$ cat config.mk
export PLATFORM = sky130hd
export DESIGN_NAME = regfile_mp
export DESIGN_NICKNAME = d
export VERILOG_FILES = /design/src/rtl/regfile_mp.sv
export SDC_FILE = /design/constraint.sdc
export NUM_CORES = 2
export LEC_CHECK = 0
export CORE_MARGIN = 1.5
export CORE_UTILIZATION = 60
export CTS_CLUSTER_SIZE = 8
export DETAILED_ROUTE_END_ITERATION = 6
export PLACE_DENSITY = 0.78
export SETUP_SLACK_MARGIN = 0.3
export SLEW_MARGIN = 20
export SYNTH_ARGS = -nofsm -noshare
export SYNTH_HDL_FRONTEND = slang
export SYNTH_SLANG_ARGS = --single-unit
$ cat constraint.sdc
create_clock -name i_clk -period 4.95 [get_ports i_clk]
set_input_delay 0.495 -clock i_clk [delete_from_list [all_inputs] [get_ports i_clk]]
set_output_delay 0.495 -clock i_clk [all_outputs]
set_load 0.02 [all_outputs]
$ cat src/rtl/regfile_mp.sv
// regfile_mp
//
// Multi-port integer register file with a busy scoreboard. Decode/issue
// reads operands and allocates destinations; writeback returns results on
// two write ports. Register 0 always reads as zero and is never busy.
//
// Optional feature macro: REGFILE_BYPASS_EN
//   When defined, a same-cycle write to a register being read is forwarded
//   to the read outputs (write port 1 over write port 0).
//
// Ports:
//   i_clk          clock, all state updates on the rising edge
//   i_reset_n      synchronous active-low reset
//   i_rs_addr      NUM_RD packed read addresses, port p at [p*ADDR_W +: ADDR_W]
//   o_rs_data      NUM_RD packed read data, port p at [p*DATA_W +: DATA_W]
//   o_rs_busy      per read port: addressed register has a pending producer
//   i_wr0_*        write port 0 (enable, address, data)
//   i_wr1_*        write port 1 (enable, address, data), wins over port 0
//   i_alloc_en/addr  mark a register busy when its producer issues
//   o_busy_vec     registered scoreboard, bit r = register r busy

module regfile_mp #(
    parameter int DATA_W   = 32,
    parameter int NUM_REGS = 32,
    parameter int NUM_RD   = 2,
    localparam int ADDR_W  = $clog2(NUM_REGS)
) (
    input  logic                     i_clk,
    input  logic                     i_reset_n,
    input  logic [NUM_RD*ADDR_W-1:0] i_rs_addr,
    output logic [NUM_RD*DATA_W-1:0] o_rs_data,
    output logic [NUM_RD-1:0]        o_rs_busy,
    input  logic                     i_wr0_en,
    input  logic [ADDR_W-1:0]        i_wr0_addr,
    input  logic [DATA_W-1:0]        i_wr0_data,
    input  logic                     i_wr1_en,
    input  logic [ADDR_W-1:0]        i_wr1_addr,
    input  logic [DATA_W-1:0]        i_wr1_data,
    input  logic                     i_alloc_en,
    input  logic [ADDR_W-1:0]        i_alloc_addr,
    output logic [NUM_REGS-1:0]      o_busy_vec
);

    logic [DATA_W-1:0]   regs [NUM_REGS];
    logic [NUM_REGS-1:0] busy;

    // One-hot decodes of each write/alloc target; address 0 never decodes,
    // so register 0 is ignored by every update path.
    logic [NUM_REGS-1:0] wr0_hit;
    logic [NUM_REGS-1:0] wr1_hit;
    logic [NUM_REGS-1:0] alloc_hit;

    always_comb begin
        wr0_hit   = '0;
        wr1_hit   = '0;
        alloc_hit = '0;
        if (i_wr0_en && i_wr0_addr != '0)
            wr0_hit[i_wr0_addr] = 1'b1;
        if (i_wr1_en && i_wr1_addr != '0)
            wr1_hit[i_wr1_addr] = 1'b1;
        if (i_alloc_en && i_alloc_addr != '0)
            alloc_hit[i_alloc_addr] = 1'b1;
    end

    // Storage and scoreboard update. Write port 1 has priority on data;
    // an allocation in the same cycle as a write to that register leaves it
    // busy, since the new producer is younger than the one writing back.
    always_ff @(posedge i_clk) begin
        if (!i_reset_n) begin
            for (int r = 0; r < NUM_REGS; r++)
                regs[r] <= '0;
            busy <= '0;
        end else begin
            regs[0] <= '0;
            busy[0] <= 1'b0;
            for (int r = 1; r < NUM_REGS; r++) begin
                if (wr1_hit[r])
                    regs[r] <= i_wr1_data;
                else if (wr0_hit[r])
                    regs[r] <= i_wr0_data;

                if (alloc_hit[r])
                    busy[r] <= 1'b1;
                else if (wr0_hit[r] || wr1_hit[r])
                    busy[r] <= 1'b0;
            end
        end
    end

    assign o_busy_vec = busy;

    // Combinational read ports.
    for (genvar p = 0; p < NUM_RD; p++) begin : g_rd
        logic [ADDR_W-1:0] rd_addr;
        logic [DATA_W-1:0] rd_data;
        logic              rd_busy;

        assign rd_addr = i_rs_addr[p*ADDR_W +: ADDR_W];

        always_comb begin
            rd_data = '0;
            rd_busy = 1'b0;
            if (rd_addr != '0) begin
                rd_data = regs[rd_addr];
                rd_busy = busy[rd_addr];
`ifdef REGFILE_BYPASS_EN
                // A result arriving this cycle satisfies the pending producer,
                // unless a new producer is allocated to the same register now.
                if (wr1_hit[rd_addr]) begin
                    rd_data = i_wr1_data;
                    rd_busy = alloc_hit[rd_addr];
                end else if (wr0_hit[rd_addr]) begin
                    rd_data = i_wr0_data;
                    rd_busy = alloc_hit[rd_addr];
                end
`endif
            end
        end

        assign o_rs_data[p*DATA_W +: DATA_W] = rd_data;
        assign o_rs_busy[p]                  = rd_busy;
    end

endmodule

Word level (Yosys, flattened, before mapping):

Memory sizes are Yosys's and may differ from the RTL's.
Cells that the tools add are included.

* order comparisons: 8
* mux-type cells: 361
* bitwise logic cells: 63
* reduce and logical (&&, ||, !) cells: 73

Operators by type and width (count)
* $mux 32: 68
* $mux 1: 288
* $or 1x1->1: 63
* $reduce_bool 2->1: 31
* $logic_or 1x1->1: 31
* $lt 5x6->1 const B: 5
* $reduce_bool 5->1: 5
* $demux 1 s5: 3
* $ge 5x1->1 const B: 3
* $bmux 1 s5: 2
* $logic_and 1x1->1: 6

* register bits after elaboration: 32
* RAM bits: 1024
* output and inout bits: 98
* memories: 1

Memory list
* regs: words 32, bits a word 32, read ports 2, clocked after memory_dff 0, write ports 32, RTL line 44 `logic [DATA_W-1:0] regs [NUM_REGS];`

Logic depth before layout (Yosys ltp):

* depth after elaboration: 10
* mapped depth: 9

Worst setup path before layout:

No wires, ideal clock.

* path kind: input -> register
* start: in i_wr0_addr[4]
* end: mem regs[16][0], enable pin
* setup time: 0.468 ns
* arrival time: 3.568 ns
* path slack: 0.914 ns
* stages: 4
* buffers on the path: 2
* cell sequence: buf_2 -> or3b_1 -> buf_2 -> o21ai_0

RTL lines
* start, declared: RTL line 34 `input logic [ADDR_W-1:0] i_wr0_addr,`
* end, declared: RTL line 44

Final worst setup path:

* start: in i_rs_addr[0]
* end: out o_rs_data[9]

* longest elaborated chain between the ends: 2
* elaborated cells on any way between the ends: 3
* classes of those cells: mux: 1; reduce/logical: 1; memory: 1

Ends and longest elaborated chain
* start, declared: RTL line 30 `input logic [NUM_RD*ADDR_W-1:0] i_rs_addr,`
* $mem_v2 32x32 / $reduce_bool 5->1 (equally long branches)
* $mux 32 *: RTL line 103 `if (rd_addr != '0) begin`
* end, declared: RTL line 31 `output logic [NUM_RD*DATA_W-1:0] o_rs_data,`

Mark *: on every way between the ends. The rest lies on a longest branch, timed or not.

==> report_table.html <==
<table>
<tr><th>Metric</th><th>Value</th></tr>
<tr><th colspan="2">Global routing</th></tr>
<tr><td>GRT Total Usage</td><td>45.16%</td></tr>
<tr><td>Overflow left after global routing</td><td>0</td></tr>
<tr><td>Largest net degree at the start of global routing</td><td>82</td></tr>
<tr><td>Antenna violations before repair</td><td>11</td></tr>
<tr><td>Most used routing layer in global routing</td><td>met2</td></tr>
<tr><td>GR Layer Usage met1</td><td>54.35%</td></tr>
<tr><td>Met2 usage</td><td>65.35%</td></tr>
<tr><td>Met3 GRT Util</td><td>16.07%</td></tr>
<tr><td>Vias in the first global route</td><td>48.78k</td></tr>
<tr><td>Wire length of the first global-routing pass</td><td>333700 microns</td></tr>
<tr><th colspan="2">Place</th></tr>
<tr><td>Count of buffers from port buffering</td><td>190</td></tr>
<tr><td>Placed instance area</td><td>64330 sq um</td></tr>
<tr><td>Pre-CTS setup slack</td><td>0.8000 ns</td></tr>
<tr><td>DP HPWL</td><td>147800 microns</td></tr>
<tr><td>GPL Wtd Cong</td><td>1.000</td></tr>
<tr><th colspan="2">Yosys</th></tr>
<tr><td>Multiplexer area fraction after synthesis</td><td>23.80%</td></tr>
<tr><td>Number of nets produced by synthesis</td><td>5066</td></tr>
<tr><td>Mapped cell area</td><td>61190 sq um</td></tr>
<tr><td>Proportion of synthesized chip area in sequential cells</td><td>49.69%</td></tr>
<tr><td>Main area contributors after synthesis</td><td>sky130_fd_sc_hd__edfxtp_1, sky130_fd_sc_hd__mux4_2, sky130_fd_sc_hd__nand2_1, sky130_fd_sc_hd__mux2i_1, sky130_fd_sc_hd__mux2_2</td></tr>
<tr><td>Library cell with the largest summed area after synthesis</td><td>sky130_fd_sc_hd__edfxtp_1</td></tr>
<tr><td>Share of async-settable or async-resettable flops after synthesis</td><td>0%</td></tr>
<tr><td>Mean instance size in the synthesized netlist</td><td>12.31 sq um</td></tr>
<tr><td>Number of warnings reported in the yosys synthesis log</td><td>0</td></tr>
<tr><td>Most instantiated flip-flop cell in the synthesis netlist</td><td>sky130_fd_sc_hd__edfxtp_1</td></tr>
<tr><td>Count of different cell masters after synthesis</td><td>78</td></tr>
<tr><td>Combinational family with the most area after synthesis</td><td>multiplexers</td></tr>
<tr><td>Compound-Gate Fraction of Synth Area</td><td>13.76%</td></tr>
<tr><td>Syn Inst Count</td><td>4972</td></tr>
<tr><td>Share of the synthesized area in the top cell type</td><td>48.68%</td></tr>
<tr><td>Basic-gate share of the synthesized area counting and, or, nand and nor cells</td><td>7.929%</td></tr>
<tr><td>Adder and majority gate portion of the synthesized area</td><td>0%</td></tr>
<tr><td>Number of flops mapped to enable cells by yosys</td><td>992</td></tr>
<tr><td>Number of synthesized register bits</td><td>1023</td></tr>
<tr><td>Area share of xor/xnor cells in the synthesized design</td><td>0%</td></tr>
<tr><th colspan="2">Timing</th></tr>
<tr><td>Final Max Tran Viols</td><td>0</td></tr>
<tr><td>Tcrit/Tclk final</td><td>91.97%</td></tr>
<tr><td>Clock skew after layout</td><td>0 ns</td></tr>
<tr><td>Max-slew headroom at the worst pin</td><td>18.12%</td></tr>
<tr><td>Final hold viol count</td><td>0</td></tr>
<tr><td>Highest attainable clock frequency</td><td>0.2197 GHz</td></tr>
<tr><td>Total setup violations reported at the end of the flow</td><td>0</td></tr>
<tr><td>Post-route worst setup slack</td><td>0.3975 ns</td></tr>
<tr><td>Final worst path period need</td><td>4.553 ns</td></tr>
<tr><td>Slew at the pin closest to its max-slew limit</td><td>1.226 ns</td></tr>
<tr><td>Unrepaired setup endpoints after global routing</td><td>false</td></tr>
<tr><td>Total negative slack</td><td>0 ns</td></tr>
<tr><th colspan="2">Detailed routing</th></tr>
<tr><td>Via count of the routed design</td><td>49.91k</td></tr>
<tr><td>Number of DRC markers after the initial detailed-route iteration</td><td>10.25k</td></tr>
<tr><td>Routed len/inst</td><td>37.43 microns</td></tr>
<tr><td>Number of detailed-route iterations in the first pass</td><td>6</td></tr>
<tr><td>Post-DRT Antenna Nets</td><td>0</td></tr>
<tr><td>Final routed wirelength across all metal layers</td><td>235200 microns</td></tr>
<tr><td>Final routed DRC violation total</td><td>0</td></tr>
<tr><td>Vias per inst</td><td>7.941</td></tr>
<tr><th colspan="2">Pwr</th></tr>
<tr><td>Ratio of total power to cell area</td><td>341.9 nW/um^2</td></tr>
<tr><td>Power after layout</td><td>23.34 mW</td></tr>
<tr><td>VDD IR-drop max</td><td>272.2 uV</td></tr>
<tr><td>Leakage power summed over all cells</td><td>23.34 nW</td></tr>
<tr><th colspan="2">Critical path</th></tr>
<tr><td>Data arrival, critical path</td><td>4.06 ns</td></tr>
<tr><td>Top delay family on crit path</td><td>buffers and inverters</td></tr>
<tr><td>Peak per-stage delay on the critical path</td><td>0.79 ns</td></tr>
<tr><td>Worst reg2reg endpoint</td><td>o_busy_vec[2]</td></tr>
<tr><td>Data required time of the worst path</td><td>4.45 ns</td></tr>
<tr><td>Buffering stage count on the worst path with inverters included</td><td>3</td></tr>
<tr><td>Type of the worst setup path</td><td>input port to primary output</td></tr>
<tr><td>Depth of the worst register-to-register path</td><td>1</td></tr>
<tr><td>Critical path fanouts, max</td><td>67</td></tr>
<tr><td>Critical-path top delay cell</td><td>sky130_fd_sc_hd__mux2i_1</td></tr>
<tr><td>Endpoint class of the critical path</td><td>primary output</td></tr>
<tr><td>Worst path cell trace</td><td>buf_8 -&gt; buf_12 -&gt; mux4_2 -&gt; mux2i_1 -&gt; a221oi_1 -&gt; clkdlybuf4s50_1</td></tr>
<tr><td>Worst-case register-to-register setup slack</td><td>4.09 ns</td></tr>
<tr><td>Reg2reg start</td><td>o_busy_vec[2]</td></tr>
<tr><td>Worst Setup Start Kind</td><td>input port</td></tr>
<tr><th colspan="2">CTS</th></tr>
<tr><td>Number of buffers added by the clock tree synthesis step</td><td>145</td></tr>
<tr><td>Clock transition at the register clock pins on the worst setup and hold paths after CTS</td><td>0.05 ns</td></tr>
<tr><td>Sinks on Clock Net</td><td>1023</td></tr>
<tr><td>Number of post-CTS setup repair buffers</td><td>0</td></tr>
<tr><td>Clock network latency to the later pin of the worst-skew pair</td><td>0.77 ns</td></tr>
<tr><td>Post-CTS Resized</td><td>0</td></tr>
<tr><td>Longest Clk Path Bufs</td><td>3</td></tr>
<tr><td>Root cell of the clock tree</td><td>sky130_fd_sc_hd__clkbuf_16</td></tr>
<tr><td>CTS tree</td><td>done</td></tr>
<tr><td>Depth of the CTS H-tree</td><td>4</td></tr>
<tr><td>Hold buffers post-CTS</td><td>0</td></tr>
<tr><th colspan="2">Final layout</th></tr>
<tr><td>Most frequent cells in the layout</td><td>sky130_fd_sc_hd__edfxtp_1, sky130_fd_sc_hd__nand2_1, sky130_fd_sc_hd__mux4_2, sky130_fd_sc_hd__o21ai_0, sky130_fd_sc_hd__mux2i_1</td></tr>
<tr><td>Post-route design area</td><td>68270 sq um</td></tr>
<tr><td>Leading cell type in the layout, fill and taps excluded</td><td>sky130_fd_sc_hd__edfxtp_1</td></tr>
<tr><td>Ratio of cells with drive above 1 in the final layout</td><td>23.98%</td></tr>
<tr><td>Number of nets at the end of the flow</td><td>4986</td></tr>
<tr><td>Synth-to-Final Area Change</td><td>11.56%</td></tr>
<tr><td>Core occupancy in the finished layout</td><td>67.87%</td></tr>
<tr><th colspan="2">Worst hold path</th></tr>
<tr><td>Worst hold path type</td><td>input port to register</td></tr>
<tr><td>Depth of the worst hold-timing path</td><td>3</td></tr>
<tr><td>HP Start</td><td>i_wr0_data[5]</td></tr>
<tr><td>Hold worst-path end</td><td>regs[14][5]</td></tr>
<tr><th colspan="2">Run status</th></tr>
<tr><td>Result of the run</td><td>finished clean</td></tr>
<tr><th colspan="2">Die</th></tr>
<tr><td>Total Die Area</td><td>103900 sq um</td></tr>
<tr><td>Starting Density</td><td>60.84%</td></tr>
<tr><td>Number of core rows</td><td>116</td></tr>
<tr><td>Die span in x</td><td>322.4 microns</td></tr>
<tr><td>Die Y-Extent</td><td>322.4 microns</td></tr>
<tr><td>I/O pin cnt</td><td>192</td></tr>
<tr><td>Placeable core area</td><td>100600 sq um</td></tr>
<tr><th colspan="2">Job</th></tr>
<tr><td>Total of max-cap violations</td><td>0</td></tr>
</table>
[per-layer routing]
layer,routed length (microns),vias to the layer above
li1,-,19140
met1,71630,23940
met2,100700,5500
met3,38460,1320
met4,24280,11
met5,183,-
[power breakdown]
part | internal [mW] | switching [mW]
sequential | 10.2 | 0.348
clock | 5.28 | 3.76
combinational | 1.47 | 2.26
[worst min-delay path: stages]
cell                      delay, ns
sky130_fd_sc_hd__buf_2         0.29
sky130_fd_sc_hd__nand2_1       0.13
sky130_fd_sc_hd__a21oi_1       0.06
[layout make-up]
cell class	instances	area, sq um
diodes	4	10.01
clock buffers	166	3750
clock inverters	13	143.9
fillers	6984	32310
inverters	25	93.84
multi-input cells	3278	28290
flip-flops and latches	1023	30410
well taps	1357	1698
repair buffers	419	3874
[metrics by stage]
step / hold slack, ns / instances
2_1_floorplan: 0.5480 / 4972
3_3_place_gp: 0.4982 / 6101
3_5_place_dp: 0.5025 / 6101
4_1_cts: 0.4454 / 6280
5_1_grt: 0.4204 / 6282
6_report: 0.3835 / 6285
[synthesized netlist by cell type (all sizes together) (39+ instances only)]
cell type	number
a21oi	174
a22o	192
a22oi	61
and2	39
buf	267
clkbuf	379
edfxtp	992
mux2	207
mux2i	223
mux4	444
nand2	728
nand3	42
nor2	243
o21ai	452
o221a	40
o22ai	149
[worst max path at each step]
| stage | startpoint | to | slack (ns) | depth (start not counted) |
|---|---|---|---|---|
| after detailed placement | i_rs_addr[0] | o_rs_data[12] | 0.80 | 6 |
| after CTS | i_rs_addr[0] | o_rs_data[12] | 0.77 | 6 |
| after global placement | i_rs_addr[0] | o_rs_data[13] | 0.80 | 7 |
| final | i_rs_addr[0] | o_rs_data[9] | 0.40 | 6 |
| after floorplan | i_wr0_addr[4] | regs[16][0] | 0.91 | 4 |
| after global routing | i_rs_addr[0] | o_rs_data[9] | 0.42 | 6 |
[flip-flops by register name, summed over array words and instances (netlist names)]
| signal | flops |
|---|---|
| o_busy_vec | 31 |
| regs | 992 |
[kinds of logic (layout without fill, tap and decap cells)]
logic type / after synthesis / after routing
AOI/OAI and AO/OA: 1261 / 1261
buffers and inverters: 671 / 623
DFF: 1023 / 1023
muxes: 874 / 874
other: 1 / 5
and+or+nand+nor: 1142 / 1142
No activity file was read; power rests on OpenSTA's default activity.
